--- src/rtl/dmem_responder.sv ---
// Data-side memory responder: bridges a held-request data-cache port to a
// strobe/response downstream memory, with an optional one-word read-hit buffer.
module dmem_responder #(
    parameter bit HIT_BUF_EN = 1'b1
) (
    input  logic        clk,
    input  logic        rst_n,
    input  logic [31:0] d_cache_addr_i,
    input  logic [3:0]  d_cache_rmask_i,
    input  logic [3:0]  d_cache_wmask_i,
    input  logic [31:0] d_cache_wdata_i,
    output logic [31:0] d_cache_rdata_o,
    output logic        d_cache_resp_o,
    output logic [31:0] mem_addr_o,
    output logic        mem_read_o,
    output logic        mem_write_o,
    output logic [3:0]  mem_wmask_o,
    output logic [31:0] mem_wdata_o,
    input  logic [31:0] mem_rdata_i,
    input  logic        mem_resp_i
);

    typedef enum logic [1:0] {
        IDLE = 2'b00,
        WAIT = 2'b01,
        RESP = 2'b10
    } state_t;

    state_t      state_q, state_d;
    logic [29:0] waddr_q, waddr_d;
    logic [3:0]  rmask_q, rmask_d;
    logic [3:0]  wmask_q, wmask_d;
    logic [31:0] wdata_q, wdata_d;
    logic [31:0] rdata_q, rdata_d;
    logic        resp_q, resp_d;
    logic [31:0] mem_addr_q, mem_addr_d;
    logic        mem_read_q, mem_read_d;
    logic        mem_write_q, mem_write_d;
    logic [3:0]  mem_wmask_q, mem_wmask_d;
    logic [31:0] mem_wdata_q, mem_wdata_d;
    logic        buf_valid_q, buf_valid_d;
    logic [29:0] buf_waddr_q, buf_waddr_d;
    logic [31:0] buf_data_q, buf_data_d;

    logic        req_store_s;
    logic        req_load_s;
    logic        req_hit_s;
    logic        req_match_s;
    logic        unused_addr_s;

    function automatic logic [31:0] merge_bytes(input logic [31:0] old_word,
                                                input logic [31:0] new_word,
                                                input logic [3:0]  mask);
        logic [31:0] res;
        res = old_word;
        for (int i = 0; i < 4; i++) begin
            if (mask[i]) begin
                res[8*i +: 8] = new_word[8*i +: 8];
            end else begin
                res[8*i +: 8] = old_word[8*i +: 8];
            end
        end
        return res;
    endfunction

    assign unused_addr_s = ^d_cache_addr_i[1:0];

    // Request classification; a nonzero write mask always wins over the read mask.
    always_comb begin
        req_store_s = (d_cache_wmask_i != 4'b0000);
        req_load_s  = (d_cache_rmask_i != 4'b0000) && !req_store_s;
        req_hit_s   = HIT_BUF_EN && req_load_s && buf_valid_q &&
                      (buf_waddr_q == d_cache_addr_i[31:2]);
        req_match_s = (d_cache_addr_i[31:2] == waddr_q) &&
                      (d_cache_rmask_i == rmask_q) &&
                      (d_cache_wmask_i == wmask_q);
    end

    // Next-state and registered-output logic.
    always_comb begin
        state_d     = state_q;
        waddr_d     = waddr_q;
        rmask_d     = rmask_q;
        wmask_d     = wmask_q;
        wdata_d     = wdata_q;
        rdata_d     = rdata_q;
        resp_d      = 1'b0;
        mem_addr_d  = mem_addr_q;
        mem_read_d  = mem_read_q;
        mem_write_d = mem_write_q;
        mem_wmask_d = mem_wmask_q;
        mem_wdata_d = mem_wdata_q;
        buf_valid_d = buf_valid_q;
        buf_waddr_d = buf_waddr_q;
        buf_data_d  = buf_data_q;
        case (state_q)
            IDLE: begin
                if (req_store_s || req_load_s) begin
                    waddr_d = d_cache_addr_i[31:2];
                    rmask_d = d_cache_rmask_i;
                    wmask_d = d_cache_wmask_i;
                    wdata_d = d_cache_wdata_i;
                    if (req_hit_s) begin
                        rdata_d = buf_data_q;
                        resp_d  = 1'b1;
                        state_d = RESP;
                    end else begin
                        mem_addr_d  = {d_cache_addr_i[31:2], 2'b00};
                        mem_read_d  = !req_store_s;
                        mem_write_d = req_store_s;
                        mem_wmask_d = req_store_s ? d_cache_wmask_i : 4'b0000;
                        mem_wdata_d = d_cache_wdata_i;
                        state_d     = WAIT;
                    end
                end else begin
                    state_d = IDLE;
                end
            end
            WAIT: begin
                if (mem_resp_i) begin
                    mem_read_d  = 1'b0;
                    mem_write_d = 1'b0;
                    // The downstream result always lands; only the upstream pulse
                    // depends on the initiator still asking for the same thing.
                    resp_d      = req_match_s;
                    state_d     = RESP;
                    if (wmask_q != 4'b0000) begin
                        rdata_d = 32'h0000_0000;
                        if (buf_valid_q && (buf_waddr_q == waddr_q)) begin
                            buf_data_d = merge_bytes(buf_data_q, wdata_q, wmask_q);
                        end else begin
                            buf_data_d = buf_data_q;
                        end
                    end else begin
                        rdata_d     = mem_rdata_i;
                        buf_data_d  = mem_rdata_i;
                        buf_waddr_d = waddr_q;
                        buf_valid_d = HIT_BUF_EN;
                    end
                end else begin
                    state_d = WAIT;
                end
            end
            RESP: begin
                state_d = IDLE;
            end
            default: begin
                state_d     = IDLE;
                mem_read_d  = 1'b0;
                mem_write_d = 1'b0;
            end
        endcase
    end

    // State and output registers.
    always_ff @(posedge clk or negedge rst_n) begin
        if (!rst_n) begin
            state_q     <= IDLE;
            waddr_q     <= 30'h0;
            rmask_q     <= 4'h0;
            wmask_q     <= 4'h0;
            wdata_q     <= 32'h0;
            rdata_q     <= 32'h0;
            resp_q      <= 1'b0;
            mem_addr_q  <= 32'h0;
            mem_read_q  <= 1'b0;
            mem_write_q <= 1'b0;
            mem_wmask_q <= 4'h0;
            mem_wdata_q <= 32'h0;
            buf_valid_q <= 1'b0;
            buf_waddr_q <= 30'h0;
            buf_data_q  <= 32'h0;
        end else begin
            state_q     <= state_d;
            waddr_q     <= waddr_d;
            rmask_q     <= rmask_d;
            wmask_q     <= wmask_d;
            wdata_q     <= wdata_d;
            rdata_q     <= rdata_d;
            resp_q      <= resp_d;
            mem_addr_q  <= mem_addr_d;
            mem_read_q  <= mem_read_d;
            mem_write_q <= mem_write_d;
            mem_wmask_q <= mem_wmask_d;
            mem_wdata_q <= mem_wdata_d;
            buf_valid_q <= buf_valid_d;
            buf_waddr_q <= buf_waddr_d;
            buf_data_q  <= buf_data_d;
        end
    end

    assign d_cache_rdata_o = rdata_q;
    assign d_cache_resp_o  = resp_q;
    assign mem_addr_o      = mem_addr_q;
    assign mem_read_o      = mem_read_q;
    assign mem_write_o     = mem_write_q;
    assign mem_wmask_o     = mem_wmask_q;
    assign mem_wdata_o     = mem_wdata_q;

endmodule

--- config.mk ---
export PLATFORM = sky130hd
export DESIGN_NAME = dmem_responder
export DESIGN_NICKNAME = d
export VERILOG_FILES = /design/src/rtl/dmem_responder.sv
export SDC_FILE = /design/constraint.sdc
export NUM_CORES = 1
export LEC_CHECK = 0
export CAP_MARGIN = 15
export CORE_MARGIN = 1.5
export CORE_UTILIZATION = 52
export DETAILED_ROUTE_END_ITERATION = 6
export GPL_ROUTABILITY_DRIVEN = 0
export PLACE_DENSITY = 0.8
export SLEW_MARGIN = 5
export SYNTH_ARGS = -nofsm -noshare
export SYNTH_HDL_FRONTEND = slang
export SYNTH_SLANG_ARGS = --single-unit
--- constraint.sdc ---
create_clock -name clk -period 3 [get_ports clk]
set_clock_uncertainty 0.1 [all_clocks]
set_input_delay 0.6 -clock clk [delete_from_list [all_inputs] [get_ports clk]]
set_output_delay 0.6 -clock clk [all_outputs]
set_load 0.02 [all_outputs]
Word level (Yosys, flattened, before mapping) --
Cells that the tools add are included.
Cells by class: equality and inequality tests 16, mux-type cells 27, bitwise logic cells 3, reductions and logical operators 22
Operators by type and width (count):
- two-way mux 32 bit | 6
- == test 30 bit | 3
- one-hot mux 32 bit (2 select lines) | 1
- two-way mux 8 bit | 4
- AND reduction 4 bit | 6
- != test 2 bit (second input constant) | 8
- nonzero test 4 bit | 3
- == test 4 bit | 2
- two-way mux 1 bit | 8
- logical AND 1 bit | 6
- two-way mux 2 bit | 3
- one-hot mux 1 bit (3 select lines) | 2
- AND reduction 3 bit | 2
- two-way mux 4 bit | 1
- one-hot mux 2 bit (2 select lines) | 1
- NOT 1 bit | 3
- == test 2 x 1 -> 1 bit (second input constant) | 1
- == test 2 bit (second input constant) | 1
- logical NOT 2 bit | 1
- != test 2 x 1 -> 1 bit (second input constant) | 1
- one-hot mux 1 bit (2 select lines) | 1
- AND reduction 2 bit | 1
- nonzero test 2 bit | 1
- logical NOT 1 bit | 1
- logical OR 1 bit | 1
Word-level totals: register bits 236, input bits 107, output and inout port bits 103, word-level logic and storage cells 86

Longest topological paths before layout --
depth after elaboration 8, depth in mapped cells 8, mapped depth without buffers 6

Worst setup path after synthesis --
Ideal clock, no wire load.
path kind input-to-reg, start point in d_cache_addr_i[31], end point reg rdata_q[0], in the netlist d_cache_rdata_o[0], library setup time 125 ps, arrival time 2212 ps, required time 2775 ps, setup slack 563 ps, stages 7, path buffers 1, path through xor2_1 -> or4_4 -> nor4_4 -> nand4_2 -> nand2_4 -> buf_12 -> mux2_4
Between the ends: cells in the longest elaborated chain, start to end 4
RTL lines:
- start, declared | line 8 | input logic [31:0] d_cache_addr_i,
- == test 30 bit | line 73 | (buf_waddr_q == d_cache_addr_i[31:2]);
- logical AND 1 bit | line 72 | req_hit_s = HIT_BUF_EN && req_load_s && buf_valid_q &&
- != test 2 bit (no line)
- AND reduction 4 bit (no line)
- end signal, assigned | line 179 | rdata_q <= rdata_d;
- end, declared | line 34 | logic [31:0] rdata_q, rdata_d;
Every way passes these cells. A chain may end at the register's enable or synchronous reset.

Worst setup path after layout --
start point in d_cache_addr_i[31], end point reg rdata_q[12], in the netlist d_cache_rdata_o[12]
Same word-level chain as after synthesis.

==> results_dict.tcl <==
set metrics [dict create \
    status "complete, no violations" \
    rsz0062_at_grt "false" \
    maxSlewHeadroom 0.590 \
    cts_max_level 1 \
    final_nets 1188 \
    cts.sinks 236 \
    peakVddDrop_uv 670 \
    antenna_cells 0 \
    chipHeight_um 148 \
    hp-class "reg -> reg" \
    clk_pin_slew_worst_paths_ns 0.06 \
    post-synth-top-area-fraction 0.537 \
    netlist_area_mm2 0.0110 \
    finalCriticalPeriod_ns 2.66 \
    synthCells 821 \
    start_kind "primary input" \
    arrival_ns 2.96 \
    die_area_mm2 0.0220 \
    worstPathRequired_ns 3.29 \
    grt_pass1_vias 7736 \
    clk_latency_ns 0.52 \
    clock-root-buffer "clkbuf_16" \
    routed_wl_um 26200 \
    cp_max_fo 6 \
    drt.antenna.violating_nets 0 \
    synth_ff_type "dfrtp_1" \
    start_util 0.527 \
    wl_per_cell_um 19.1 \
    maxCapViolCount 0 \
    drtPass1Iterations 4 \
    cts_tree "built" \
    hpwl_um 18800 \
    via_per_inst 5.27 \
    final_cell_mix "dfrtp_1 (235), clkdlybuf4s50_1 (204), mux2_2 (130), xnor2_1 (65), mux2i_1 (64)" \
    cp_num_buf_inv 2 \
    num_vias 7255 \
    area_growth_pct 32.9 \
    synth_area_leader_cell "dfrtp_1" \
    regArea_mm2 0.00591 \
    gr-total-overflow 0 \
    grt_max_degree 69 \
    grt_use_met3 0.0347 \
    drt-initial-drc-count 347 \
    numCtsBuffers 26 \
    route.detailed.drc 0 \
    syn_area_per_cell_um2 13.4 \
    fp-row-count 53 \
    synthTopCellsByArea "dfrtp_1 (54%), mux2_2 (13%), mux2_4 (7.5%)" \
    crit_path_end_kind "flop" \
    port_buffers 205 \
    final_common_cell "dfrtp_1" \
    maxSlewViolCount 0 \
    ios 210 \
    p_per_area_mw_per_mm2 1150 \
    synth_edf_count 0 \
    p_total_mw 16.7 \
    grtUsageTotal 0.243 \
    multi_input_area_mm2 0.00472 \
    ys_ff_latch 236 \
    post_cts_resized 0 \
    final.setup.tns_ns 0 \
    synth_cell_types 42 \
    seq_area_frac_synth 0.537 \
    setup_viol 0 \
    antenna_found_initial 0 \
    busiest_layer "met2" \
    clk_path_buf_depth 3 \
    fin_crit_sh 0.887 \
    slowest_stage "or4_4" \
    num-fill-cells 1548 \
    fp.coreArea_mm2 0.0209 \
    yosysWarnings 0 \
    grt_util_met2 0.429 \
    synthArstFlopShare 1.00 \
    cp_top_family "simple AND/OR/NAND/NOR gates" \
    power.leakage_nw 6.18 \
    criticalPathCategory "in -> reg" \
    grtUsageMet1 0.311 \
    die_w_um 148 \
    clock.fmax_ghz 0.376 \
    grt_pass1_wl_um 41600 \
    drive_above_1_share 0.281 \
    slowest_delay_ns 0.57 \
    cp_cell_sequence "clkdlybuf4s50_1 > xor2_1 > or4_4 > nor4_4 > nand4_2 > nand2_4 > buf_4 > mux2_2" \
    worst_slew_pin_slew_ns 0.614 \
    final_hold_viol_count 0 \
]
-- where the power goes --
group          leakage, nW  total [mW]  internal (mW)  switching, mW
combinational         2.98        7.65           4.16           3.50
clock                0.433        3.18           1.92           1.26
sequential            2.77        5.90           4.78           1.12
total                 6.18        16.7           10.9           5.88
-- worst paths after layout --
check | start | to | slack, ns | cells after the start
setup reg to reg | buf_waddr_q[29]$_DFFE_PN0P_ | d_cache_rdata_o[12]$_DFFE_PN0P_ | 0.55 | 7
max in group asynchronous | rst_n | wdata_q[11]$_DFFE_PN0P_ | 1.37 | 3
hold reg to reg | mem_read_o$_DFFE_PN0P_ | mem_read_o$_DFFE_PN0P_ | 0.40 | 1
min in group asynchronous | rst_n | d_cache_rdata_o[22]$_DFFE_PN0P_ | 0.52 | 2
hold / removal | mem_read_o$_DFFE_PN0P_ | mem_read_o$_DFFE_PN0P_ | 0.40 | 1
setup / recovery | d_cache_addr_i[31] | d_cache_rdata_o[12]$_DFFE_PN0P_ | 0.34 | 8
-- final cells by class --
cell class | instances | area share
clock buffer | 39 | 0.0548
clock inverter | 9 | 0.00514
inverter | 43 | 0.0110
sequential | 236 | 0.404
multi-input combinational | 505 | 0.323
timing repair buffer | 269 | 0.179
tap | 275 | 0.0235
-- what timing repair did --
action,CTS,global route
hold endpoints to repair,63,0
setup buffers,0,0
hold buffers,1,0
-- sequential cells by signal, indices dropped and copies added (netlist names) --
name / count
wmask_q: 4
mem_addr_o: 30
buf_valid_q: 1
mem_write_o: 1
mem_read_o: 1
d_cache_rdata_o: 32
waddr_q: 30
buf_data_q: 32
mem_wdata_o: 32
buf_waddr_q: 30
mem_wmask_o: 4
d_cache_resp_o: 1
rmask_q: 4
state_q: 2
wdata_q: 32
-- cells in the mapped netlist, types with 2 or more instances --
master	count
dfrtp_1	236
mux2_2	130
xnor2_1	65
mux2i_1	64
mux2_4	55
o21ai_0	47
inv_1	43
nand3_1	33
xor2_1	29
clkbuf_1	18
nand4_1	18
nor4_1	14
nand2_1	13
buf_2	10
a31oi_1	4
buf_6	4
nor2_2	4
buf_12	3
nor3_1	3
and3_1	2
buf_4	2
nand2b_1	2
nor2_1	2
nor4_4	2
-- metal layers --
layer	vias to the layer above	share of wire
met5	-	0
met4	0	0.023
met3	45	0.051
met2	212	0.51
met1	3602	0.42
li1	3396	-
-- per-stage QoR --
stage | hold slack [ns] | utilization | area (um^2) | instances | worst slack, ns
final | 0.396 | 0.700 | 14600 | 1376 | 0.338
after global routing | 0.413 | 0.700 | 14600 | 1376 | 0.240
after CTS | 0.395 | 0.700 | 14600 | 1376 | 0.331
after detailed placement | 0.377 | 0.657 | 13700 | 1327 | -0.209
after global placement | 0.381 | 0.657 | 13700 | 1327 | -0.176
after floorplan | 0.204 | - | 11000 | 822 | 0.563
-- kinds of logic (layout without fill, tap and decap cells) --
logic type / count (synthesis) / in the layout / share of synthesized area
simple gates: 102 / 102 / 0.0560
mux: 249 / 249 / 0.266
flops: 236 / 236 / 0.537
xor+xnor: 94 / 94 / 0.0748
compound gates: 58 / 58 / 0.0289
buf+inv: 81 / 360 / 0.0366
other cells: 1 / 2 / 0.000341
Power figures use the tool's default switching activity.
